### src/rtl/serial_adder_pkg.sv
// rtl/serial_adder_pkg.sv - shared FSM state encoding and default width for serial_adder
package serial_adder_pkg;

   localparam int DEFAULT_WIDTH = 8;

   typedef logic [1:0] state_t;

   localparam state_t IDLE = 2'd0;
   localparam state_t RUN  = 2'd1;
   localparam state_t DONE = 2'd2;

endpackage

### src/rtl/serial_adder_if.sv
// rtl/serial_adder_if.sv - operand/result handshake bundle; ovf present only with SERIAL_ADDER_OVF_EN
interface serial_adder_if #(
   parameter int WIDTH = serial_adder_pkg::DEFAULT_WIDTH
);
   logic             in_valid;
   logic             in_ready;
   logic [WIDTH-1:0] a;
   logic [WIDTH-1:0] b;
   logic             cin;
   logic             out_valid;
   logic             out_ready;
   logic [WIDTH-1:0] sum;
   logic             cout;
`ifdef SERIAL_ADDER_OVF_EN
   logic             ovf;
`endif

   modport master (
      output in_valid, a, b, cin, out_ready,
      input  in_ready, out_valid, sum, cout
`ifdef SERIAL_ADDER_OVF_EN
      , input ovf
`endif
   );

   modport slave (
      input  in_valid, a, b, cin, out_ready,
      output in_ready, out_valid, sum, cout
`ifdef SERIAL_ADDER_OVF_EN
      , output ovf
`endif
   );

endinterface

### src/rtl/adder.sv
// rtl/adder.sv - gate-level one-bit full-adder cell
module adder (
   input  logic a,
   input  logic b,
   input  logic cin,
   output logic sum,
   output logic cout
);

   logic p;
   logic g;
   logic t;

   xor u_p   (p, a, b);
   xor u_s   (sum, p, cin);
   and u_g   (g, a, b);
   and u_t   (t, p, cin);
   or  u_c   (cout, g, t);

endmodule

### src/rtl/serial_adder.sv
// rtl/serial_adder.sv - LSB-first bit-serial adder, one bit per cycle; SERIAL_ADDER_OVF_EN adds ovf
module serial_adder
   import serial_adder_pkg::*;
#(
   parameter int WIDTH = DEFAULT_WIDTH
) (
   input  logic          clk,
   input  logic          rst,
   serial_adder_if.slave bus
);

   localparam int CW = $clog2(WIDTH);

   state_t           state;
   logic [WIDTH-1:0] a_sh;
   logic [WIDTH-1:0] b_sh;
   logic [WIDTH-1:0] sum_sh;
   logic             carry;
   logic             cout_q;
   logic [CW-1:0]    cnt;
   logic             fa_sum;
   logic             fa_cout;
   logic             last_bit;
`ifdef SERIAL_ADDER_OVF_EN
   logic             ovf_q;
`endif

   adder u_fa (
      .a    (a_sh[0]),
      .b    (b_sh[0]),
      .cin  (carry),
      .sum  (fa_sum),
      .cout (fa_cout)
   );

   assign last_bit = (cnt == CW'(WIDTH - 1));

   always_ff @(posedge clk) begin
      if (rst) begin
         state  <= IDLE;
         a_sh   <= '0;
         b_sh   <= '0;
         sum_sh <= '0;
         carry  <= 1'b0;
         cout_q <= 1'b0;
         cnt    <= '0;
`ifdef SERIAL_ADDER_OVF_EN
         ovf_q  <= 1'b0;
`endif
      end else begin
         case (state)
            IDLE: begin
               if (bus.in_valid) begin
                  a_sh  <= bus.a;
                  b_sh  <= bus.b;
                  carry <= bus.cin;
                  cnt   <= '0;
                  state <= RUN;
               end
            end
            RUN: begin
               // After WIDTH shifts the first sum bit has reached bit 0.
               sum_sh <= {fa_sum, sum_sh[WIDTH-1:1]};
               a_sh   <= a_sh >> 1;
               b_sh   <= b_sh >> 1;
               carry  <= fa_cout;
               cnt    <= cnt + 1'b1;
               if (last_bit) begin
                  cout_q <= fa_cout;
`ifdef SERIAL_ADDER_OVF_EN
                  ovf_q  <= carry ^ fa_cout;
`endif
                  state  <= DONE;
               end
            end
            DONE: begin
               if (bus.out_ready) begin
                  state <= IDLE;
               end
            end
            default: state <= IDLE;
         endcase
      end
   end

   assign bus.in_ready  = (state == IDLE);
   assign bus.out_valid = (state == DONE);
   assign bus.sum       = sum_sh;
   assign bus.cout      = cout_q;
`ifdef SERIAL_ADDER_OVF_EN
   assign bus.ovf       = ovf_q;
`endif

endmodule

### src/flat_wrapper.sv
// flat-port wrapper written by rule: the top's interface ports become plain ports
module serial_adder_flat import serial_adder_pkg::*;
#(
   parameter int WIDTH = DEFAULT_WIDTH
)
  (clk, rst, bus_in_valid, bus_a, bus_b, bus_cin, bus_out_ready, bus_in_ready, bus_out_valid, bus_sum, bus_cout);
  serial_adder_if #(.WIDTH(WIDTH)) bus_i ();
  input  logic clk;
  input  logic rst;
  input wire logic [$bits(bus_i.in_valid)-1:0] bus_in_valid;
  input wire logic [$bits(bus_i.a)-1:0] bus_a;
  input wire logic [$bits(bus_i.b)-1:0] bus_b;
  input wire logic [$bits(bus_i.cin)-1:0] bus_cin;
  input wire logic [$bits(bus_i.out_ready)-1:0] bus_out_ready;
  output wire logic [$bits(bus_i.in_ready)-1:0] bus_in_ready;
  output wire logic [$bits(bus_i.out_valid)-1:0] bus_out_valid;
  output wire logic [$bits(bus_i.sum)-1:0] bus_sum;
  output wire logic [$bits(bus_i.cout)-1:0] bus_cout;
  assign bus_i.in_valid = bus_in_valid;
  assign bus_i.a = bus_a;
  assign bus_i.b = bus_b;
  assign bus_i.cin = bus_cin;
  assign bus_i.out_ready = bus_out_ready;
  assign bus_in_ready = bus_i.in_ready;
  assign bus_out_valid = bus_i.out_valid;
  assign bus_sum = bus_i.sum;
  assign bus_cout = bus_i.cout;
  serial_adder #(.WIDTH(WIDTH)) u_core (.clk(clk), .rst(rst), .bus(bus_i));
endmodule
### config.mk
export PLATFORM = sky130hd
export DESIGN_NAME = serial_adder_flat
export DESIGN_NICKNAME = d
export VERILOG_FILES = /design/src/rtl/serial_adder_pkg.sv /design/src/rtl/serial_adder_if.sv /design/src/rtl/adder.sv /design/src/rtl/serial_adder.sv /design/src/flat_wrapper.sv
export SDC_FILE = /design/constraint.sdc
export NUM_CORES = 1
export LEC_CHECK = 0
export BUFFER_PORTS_ARGS = -buffer_cell sky130_fd_sc_hd__buf_2
export CAP_MARGIN = 30
export CORE_UTILIZATION = 40
export DETAILED_ROUTE_END_ITERATION = 12
export REMOVE_ABC_BUFFERS = 1
export SLEW_MARGIN = 20
export SYNTH_ARGS = -nofsm -noshare
export SYNTH_HDL_FRONTEND = slang
export SYNTH_SLANG_ARGS = --single-unit
export TNS_END_PERCENT = 10
### constraint.sdc
create_clock -name clk -period 1.25 [get_ports clk]
set_clock_uncertainty 0.15 [all_clocks]
set_input_delay 0.125 -clock clk [delete_from_list [all_inputs] [get_ports clk]]
set_output_delay 0.125 -clock clk [all_outputs]
set_load 0.01 [all_outputs]
==> run_results.csv, run 1 <==
group,metric,value,unit
detailed_routing,routed-via-count,1144,
placement,hpwl,2150,µm
power_and_ir_drop,clockPowerShare,0.284,
placement,place_congestion,0.761,
timing,post-route-min-period,1.34,ns
detailed_routing,drc,0,
synth,yosys_register_bits,31,
setup_path,worstPathMaxFanout,9,
cells_and_area,final_nets,216,
setup_path,cp.required,1.35,ns
detailed_routing,drt-initial-drc-count,19,
setup_path,startpoint_type,"flop",
setup_path,cp.arrival,1.44,ns
setup_path,r2r_end,"u_core.b_sh[2]",
floorplan,core-area,0.00339,mm²
timing,finalSetupViolations,22,
run,cap_violations,0,
synth,syn_area,0.00144,mm²
power_and_ir_drop,p_leak,0.815,nW
worst_hold_path,hold_path_class,"input pin to flop",
status,violations,"negative setup slack",
detailed_routing,postRouteAntennaNets,0,
power_and_ir_drop,combPwrFrac,0.193,
synth,ys_seq_area_frac,0.431,
timing,worst_pin_slew,0.222,ns
timing,setup_ws,-0.0890,ns
power_and_ir_drop,seq_power_share,0.523,
grt,antenna_found_initial,0,
cts,cts_root_buf,"clkbuf_4",
power_and_ir_drop,power.net_switching,0.559,mW
detailed_routing,avgRoutedWirePerCell,12.4,µm
cells_and_area,areaGrowthSynthToFinish,35.4,%
setup_path,crit_path_end_kind,"flop",
power_and_ir_drop,peakVddDrop,0.602,mV
cts,cts_tree,"done",
grt,grt_pass1_wl,4550,µm
grt,grt_pass1_vias,1098,
floorplan,io_pins,32,
timing,slew_violations,0,
cts,cts_buffers,5,
power_and_ir_drop,p_int,1.52,mW
cts,cts_max_level,2,
cells_and_area,drive_above_1_share,0.500,
status,outcome,"finished, violations left",
cts,cts.sinks,31,
floorplan,die_w,62.0,µm
cells_and_area,fin_cells,238,
setup_path,endpoint,"u_core.b_sh[2]",
cts,clk_latency,0.33,ns
placement,post_dp_cell_area,0.00172,mm²
placement,io_buffers,31,
floorplan,die-area,0.00384,mm²
setup_path,crit_type,"flop to flop",
setup_path,crit_path_start,"u_core.state[1]",
power_and_ir_drop,power_density,1070,mW/mm²
cts,clk_pin_slew_worst_paths,0.09,ns
synth,synthCells,138,
cells_and_area,diodes,0,
timing,hold_slack,0.00949,ns
detailed_routing,routed_wl,2960,µm
timing,hold_violations,0,
setup_path,r2r-start,"u_core.state[1]",
grt,grt_max_degree,18,
grt,globalRouteOverflowTotal,0,
grt,grt_usage,0.168,
synth,synth_cell_types,23,
timing,slew_headroom,0.847,
timing,maxClockFrequency,0.747,GHz
cells_and_area,postLayoutCellArea,0.00195,mm²
synth,yosys_warnings,0,
timing,fin_crit_sh,1.07,
detailed_routing,via_per_inst,4.81,
setup_path,r2r_setup_slack,-0.09,ns
timing,grt_setup_unrepaired,"true",
floorplan,die_height,62.0,µm
placement,dpl.cell_count,218,
power_and_ir_drop,swShare,0.269,
setup_path,rr_worst_depth,5,
cells_and_area,final.fill_count,299,
synth,avgSynthCellArea,10.4,µm²
detailed_routing,first_pass_iters,4,
cts,cts_buffer_depth,2,
floorplan,fp-row-count,21,
floorplan,initial_utilization,0.425,
## cells in the final DEF (no fill, tap or decap), types with 4 or more instances in the layout
cell type and count:
a211oi_2 15, a21oi_1 9, a22oi_1 4, buf_12 4
buf_2 30, buf_4 13, buf_6 4, clkbuf_4 5
dfxtp_1 27, dfxtp_2 4, dlygate4sd3_1 6, mux2i_1 16
nand2_1 17, nor2_1 10, nor2_2 11
## worst min path at each step
| stage | cells past startpoint | start | slack, ns | to |
|---|---|---|---|---|
| 4_1_cts | 3 | bus_b[1] | 0.002 | u_core.b_sh[1] |
| 6_report | 3 | bus_b[1] | 0.009 | u_core.b_sh[1] |
| 2_1_floorplan | 1 | rst | 0.04 | u_core.a_sh[0] |
| 5_1_grt | 3 | bus_cin | 0.0003 | u_core.carry |
| 3_3_place_gp | 3 | bus_a[7] | 0.22 | u_core.a_sh[7] |
| 3_5_place_dp | 3 | bus_b[7] | 0.22 | u_core.b_sh[7] |
## through the flow
stage | total power, mW | setup slack (ns) | utilization | TNS [ns]
after global placement | 1.45 | -0.00981 | 0.507 | -0.00981
after floorplan | 1.30 | -0.731 | - | -17.93
after detailed placement | 1.47 | -0.0419 | 0.507 | -0.248
after global routing | 2.19 | -0.135 | 0.575 | -2.23
after CTS | 2.09 | -0.0970 | 0.562 | -1.13
final | 2.08 | -0.0890 | 0.575 | -1.04
## metal layers
| layer | part of all wire | vias up | wire length, µm | track usage |
|---|---|---|---|---|
| li1 | - | 594 | - | - |
| met1 | 0.45 | 521 | 1340 | 0.190 |
| met2 | 0.49 | 21 | 1450 | 0.283 |
| met3 | 0.034 | 8 | 100 | 0.0393 |
| met4 | 0.024 | 0 | 71 | 0.111 |
| met5 | 0 | - | 0 | 0 |
## worst max-delay path: stages (launching register included)
cell	delay (ns)
dfxtp_2	0.35
buf_6	0.11
o21ba_4	0.29
buf_12	0.15
nor2_2	0.04
a211oi_2	0.18
## final cells by class
| cell class | instances | area (µm²) | share of cell area |
|---|---|---|---|
| multi-input cells | 96 | 751 | 0.385 |
| flip-flops and latches | 31 | 626 | 0.321 |
| repair buffers | 58 | 458 | 0.235 |
| well taps | 46 | 57.6 | 0.0295 |
| clock buffers | 6 | 51.3 | 0.0263 |
| clock inverters | 1 | 5.00 | 0.00257 |
## registers in the layout (all words and copies together), names as in the netlist
name / count
u_core.bus.sum: 8
u_core.bus.cout: 1
u_core.state: 2
u_core.b_sh: 8
u_core.a_sh: 8
u_core.cnt: 3
u_core.carry: 1
## cell families after synthesis
group | Yosys count | synth area share
and+or+nand+nor | 45 | 0.149
AOI/OAI and AO/OA | 32 | 0.216
DFF | 31 | 0.431
muxes | 16 | 0.111
buffers and inverters | 11 | 0.0617
adders and majority gates | 3 | 0.0313
## synthesized netlist by cell type
| master | n | area (µm²) |
|---|---|---|
| and2b_1 | 1 | 7.51 |
| nand2_1 | 17 | 63.8 |
| mux2i_1 | 16 | 160 |
| nor2_2 | 10 | 62.6 |
| buf_2 | 1 | 5.00 |
| nor2b_1 | 1 | 6.26 |
| ha_1 | 2 | 25.0 |
| a22oi_1 | 4 | 30.0 |
| a21oi_1 | 10 | 50.1 |
| a211oi_2 | 15 | 188 |
| nand3_1 | 1 | 5.00 |
| o21ba_4 | 1 | 16.3 |
| a211oi_1 | 1 | 7.51 |
| fa_1 | 1 | 20.0 |
| nand2b_1 | 2 | 12.5 |
| nor3b_1 | 1 | 7.51 |
| nand3b_1 | 1 | 7.51 |
| o21bai_4 | 1 | 18.8 |
| clkbuf_1 | 3 | 11.3 |
| dfxtp_1 | 31 | 621 |
| clkbuf_2 | 1 | 5.00 |
| nor2_1 | 11 | 41.3 |
| buf_6 | 6 | 67.6 |
## power by group through the flow
stage | clock, mW | combinational [mW] | sequential [mW]
finish | 0.590 | 0.402 | 1.09
global route | 0.658 | 0.437 | 1.10
CTS | 0.612 | 0.388 | 1.09
detailed placement | 0 | 0.358 | 1.11
global placement | 0 | 0.344 | 1.10
floorplan | 0 | 0.182 | 1.12
## what timing repair did
item	in CTS	in global routing
setup buffers	5	1
endpoints found under the hold margin	12	0
gates cloned	0	1
resized for setup	11	4
hold buffers	6	0
setup endpoints to repair	22	32
pin swaps	10	5
Note: power is estimated with default switching activity, not from simulation.
==> run 2: changes to the inputs <==
- CORE_MARGIN: unset -> 1.5
==> run_results.csv, run 2 (synthesized netlist as in run 1, its figures left out) <==
group,metric,value,unit
cts,clk_pin_slew_worst_paths,0.09,ns
power_and_ir_drop,p_int,1.59,mW
detailed_routing,routed_wl,2970,µm
status,outcome,"finished, violations left",
grt,grt_pass1_vias,1154,
timing,slew_violations,0,
grt,grt_max_degree,19,
placement,dpl.cell_count,216,
timing,setup_ws,-0.0589,ns
power_and_ir_drop,swShare,0.261,
placement,io_buffers,31,
setup_path,cp.required,0.98,ns
floorplan,fp-row-count,21,
setup_path,cp_num_buf_inv,2,
cts,cts_max_level,2,
timing,hold_violations,0,
setup_path,cp_cell_sequence,"buf_6 -> nor2b_4 -> buf_6",
worst_hold_path,min_path_cells,3,
detailed_routing,via_per_inst,4.91,
setup_path,crit_path_end_kind,"primary output",
detailed_routing,first_pass_iters,4,
grt,grt_usage,0.157,
floorplan,io_pins,32,
power_and_ir_drop,power.net_switching,0.562,mW
cells_and_area,drive_above_1_share,0.551,
cells_and_area,fin_cells,233,
floorplan,die_w,63.0,µm
cts,cts_tree,"done",
worst_hold_path,hold_path_class,"input pin to flop",
grt,globalRouteOverflowTotal,0,
setup_path,rr_worst_depth,4,
setup_path,worstPathMaxFanout,3,
cells_and_area,final.fill_count,306,
power_and_ir_drop,p_leak,0.796,nW
power_and_ir_drop,peakVddDrop,0.710,mV
power_and_ir_drop,power_density,1100,mW/mm²
timing,grt_setup_unrepaired,"true",
setup_path,startpoint_type,"flop",
floorplan,die-area,0.00397,mm²
timing,post-route-min-period,1.31,ns
status,violations,"negative setup slack",
timing,slew_headroom,0.821,
setup_path,max_stage_delay,0.36,ns
run,cap_violations,0,
cts,cts_buffers,5,
cts,cts_buffer_depth,2,
timing,finalSetupViolations,22,
cts,clk_latency,0.32,ns
setup_path,crit_path_top_delay_cell,"dfxtp_4",
cells_and_area,fin_util,0.577,
cells_and_area,final_common_cell,"buf_2",
placement,place_congestion,0.743,
power_and_ir_drop,clockPowerShare,0.304,
timing,maxClockFrequency,0.764,GHz
timing,fin_crit_sh,1.05,
setup_path,r2r_setup_slack,-0.05,ns
cells_and_area,final_nets,210,
cells_and_area,layout_common_cells,"buf_2, dfxtp_1, mux2i_1, nand2_1, a211oi_2",
detailed_routing,postRouteAntennaNets,0,
floorplan,core-area,0.00339,mm²
grt,grt_pass1_wl,4940,µm
cells_and_area,areaGrowthSynthToFinish,35.8,%
placement,hpwl,2030,µm
setup_path,endpoint,"bus_out_valid",
setup_path,critPathTopFamily,"flip-flops",
cells_and_area,diodes,0,
setup_path,cp.arrival,1.03,ns
setup_path,crit_type,"flop to primary output",
grt,antenna_found_initial,0,
cts,cts_root_buf,"clkbuf_4",
cts,cts.sinks,31,
detailed_routing,avgRoutedWirePerCell,12.7,µm
setup_path,path_common_cell,"buf_6",
detailed_routing,routed-via-count,1143,
setup_path,r2r-start,"u_core.state[0]",
floorplan,initial_utilization,0.425,
power_and_ir_drop,seq_power_share,0.506,
timing,worst_pin_slew,0.269,ns
floorplan,die_height,63.0,µm
setup_path,path_depth,3,
setup_path,crit_path_start,"u_core.state[0]",
power_and_ir_drop,combPwrFrac,0.190,
power_and_ir_drop,power.total,2.15,mW
setup_path,r2r_end,"u_core.b_sh[0]",
detailed_routing,drt-initial-drc-count,35,
detailed_routing,drc,0,
-- run 2: worst register-to-register path, stage by stage (launching register included) --
cell	delay, ns
dfxtp_4	0.36
buf_4	0.15
o21ba_4	0.23
clkbuf_16	0.17
a211oi_2	0.17
-- run 2: metal layers --
layer,vias to the layer above,track usage,part of all wire
li1,577,-,-
met1,543,0.182,0.44
met2,18,0.270,0.51
met3,5,0.0342,0.036
met4,0,0.0806,0.012
met5,-,0,0
-- run 2: power by group through the flow --
stage	Sequential, mW	Clock [mW]	Combinational (mW)
detailed placement	1.11	0	0.345
global route	1.10	0.715	0.446
CTS	1.09	0.678	0.390
finish	1.09	0.654	0.409
floorplan	1.12	0	0.182
global placement	1.11	0	0.336
-- run 2: through the flow --
stage / TNS, ns / hold WS [ns] / area [µm²] / worst slack, ns
2_1_floorplan: -17.93 / 0.0396 / 1350 / -0.731
3_3_place_gp: -0.0146 / 0.219 / 1690 / -0.0146
3_5_place_dp: -0.239 / 0.229 / 1690 / -0.0545
4_1_cts: -0.614 / 0.00144 / 1900 / -0.0588
5_1_grt: -1.94 / 0.0121 / 1950 / -0.105
6_report: -0.860 / 0.0122 / 1950 / -0.0589
-- run 2: cell type report --
class,instances,area (µm²),share of cell area
clock buffer,8,68.8,0.0352
tap,46,57.6,0.0294
sequential,31,632,0.323
multi-input combinational,96,798,0.408
timing repair buffer,52,398,0.204
-- run 2: worst min path at each step --
stage / from / to / slack [ns]
2_1_floorplan: rst / u_core.a_sh[0] / 0.04
3_3_place_gp: bus_a[7] / u_core.a_sh[7] / 0.22
3_5_place_dp: bus_b[7] / u_core.b_sh[7] / 0.23
4_1_cts: bus_a[4] / u_core.a_sh[4] / 0.001
5_1_grt: bus_b[2] / u_core.b_sh[2] / 0.01
6_report: bus_a[0] / u_core.a_sh[0] / 0.01
-- run 2: what timing repair did --
item                                    CTS  global route
pin swaps                                 2             2
hold buffers                              5             0
gates resized for setup                  23             8
endpoints found under the setup margin   20            27
cloned                                    0             1
buffers inserted                          3             0
endpoints found under the hold margin    10             0
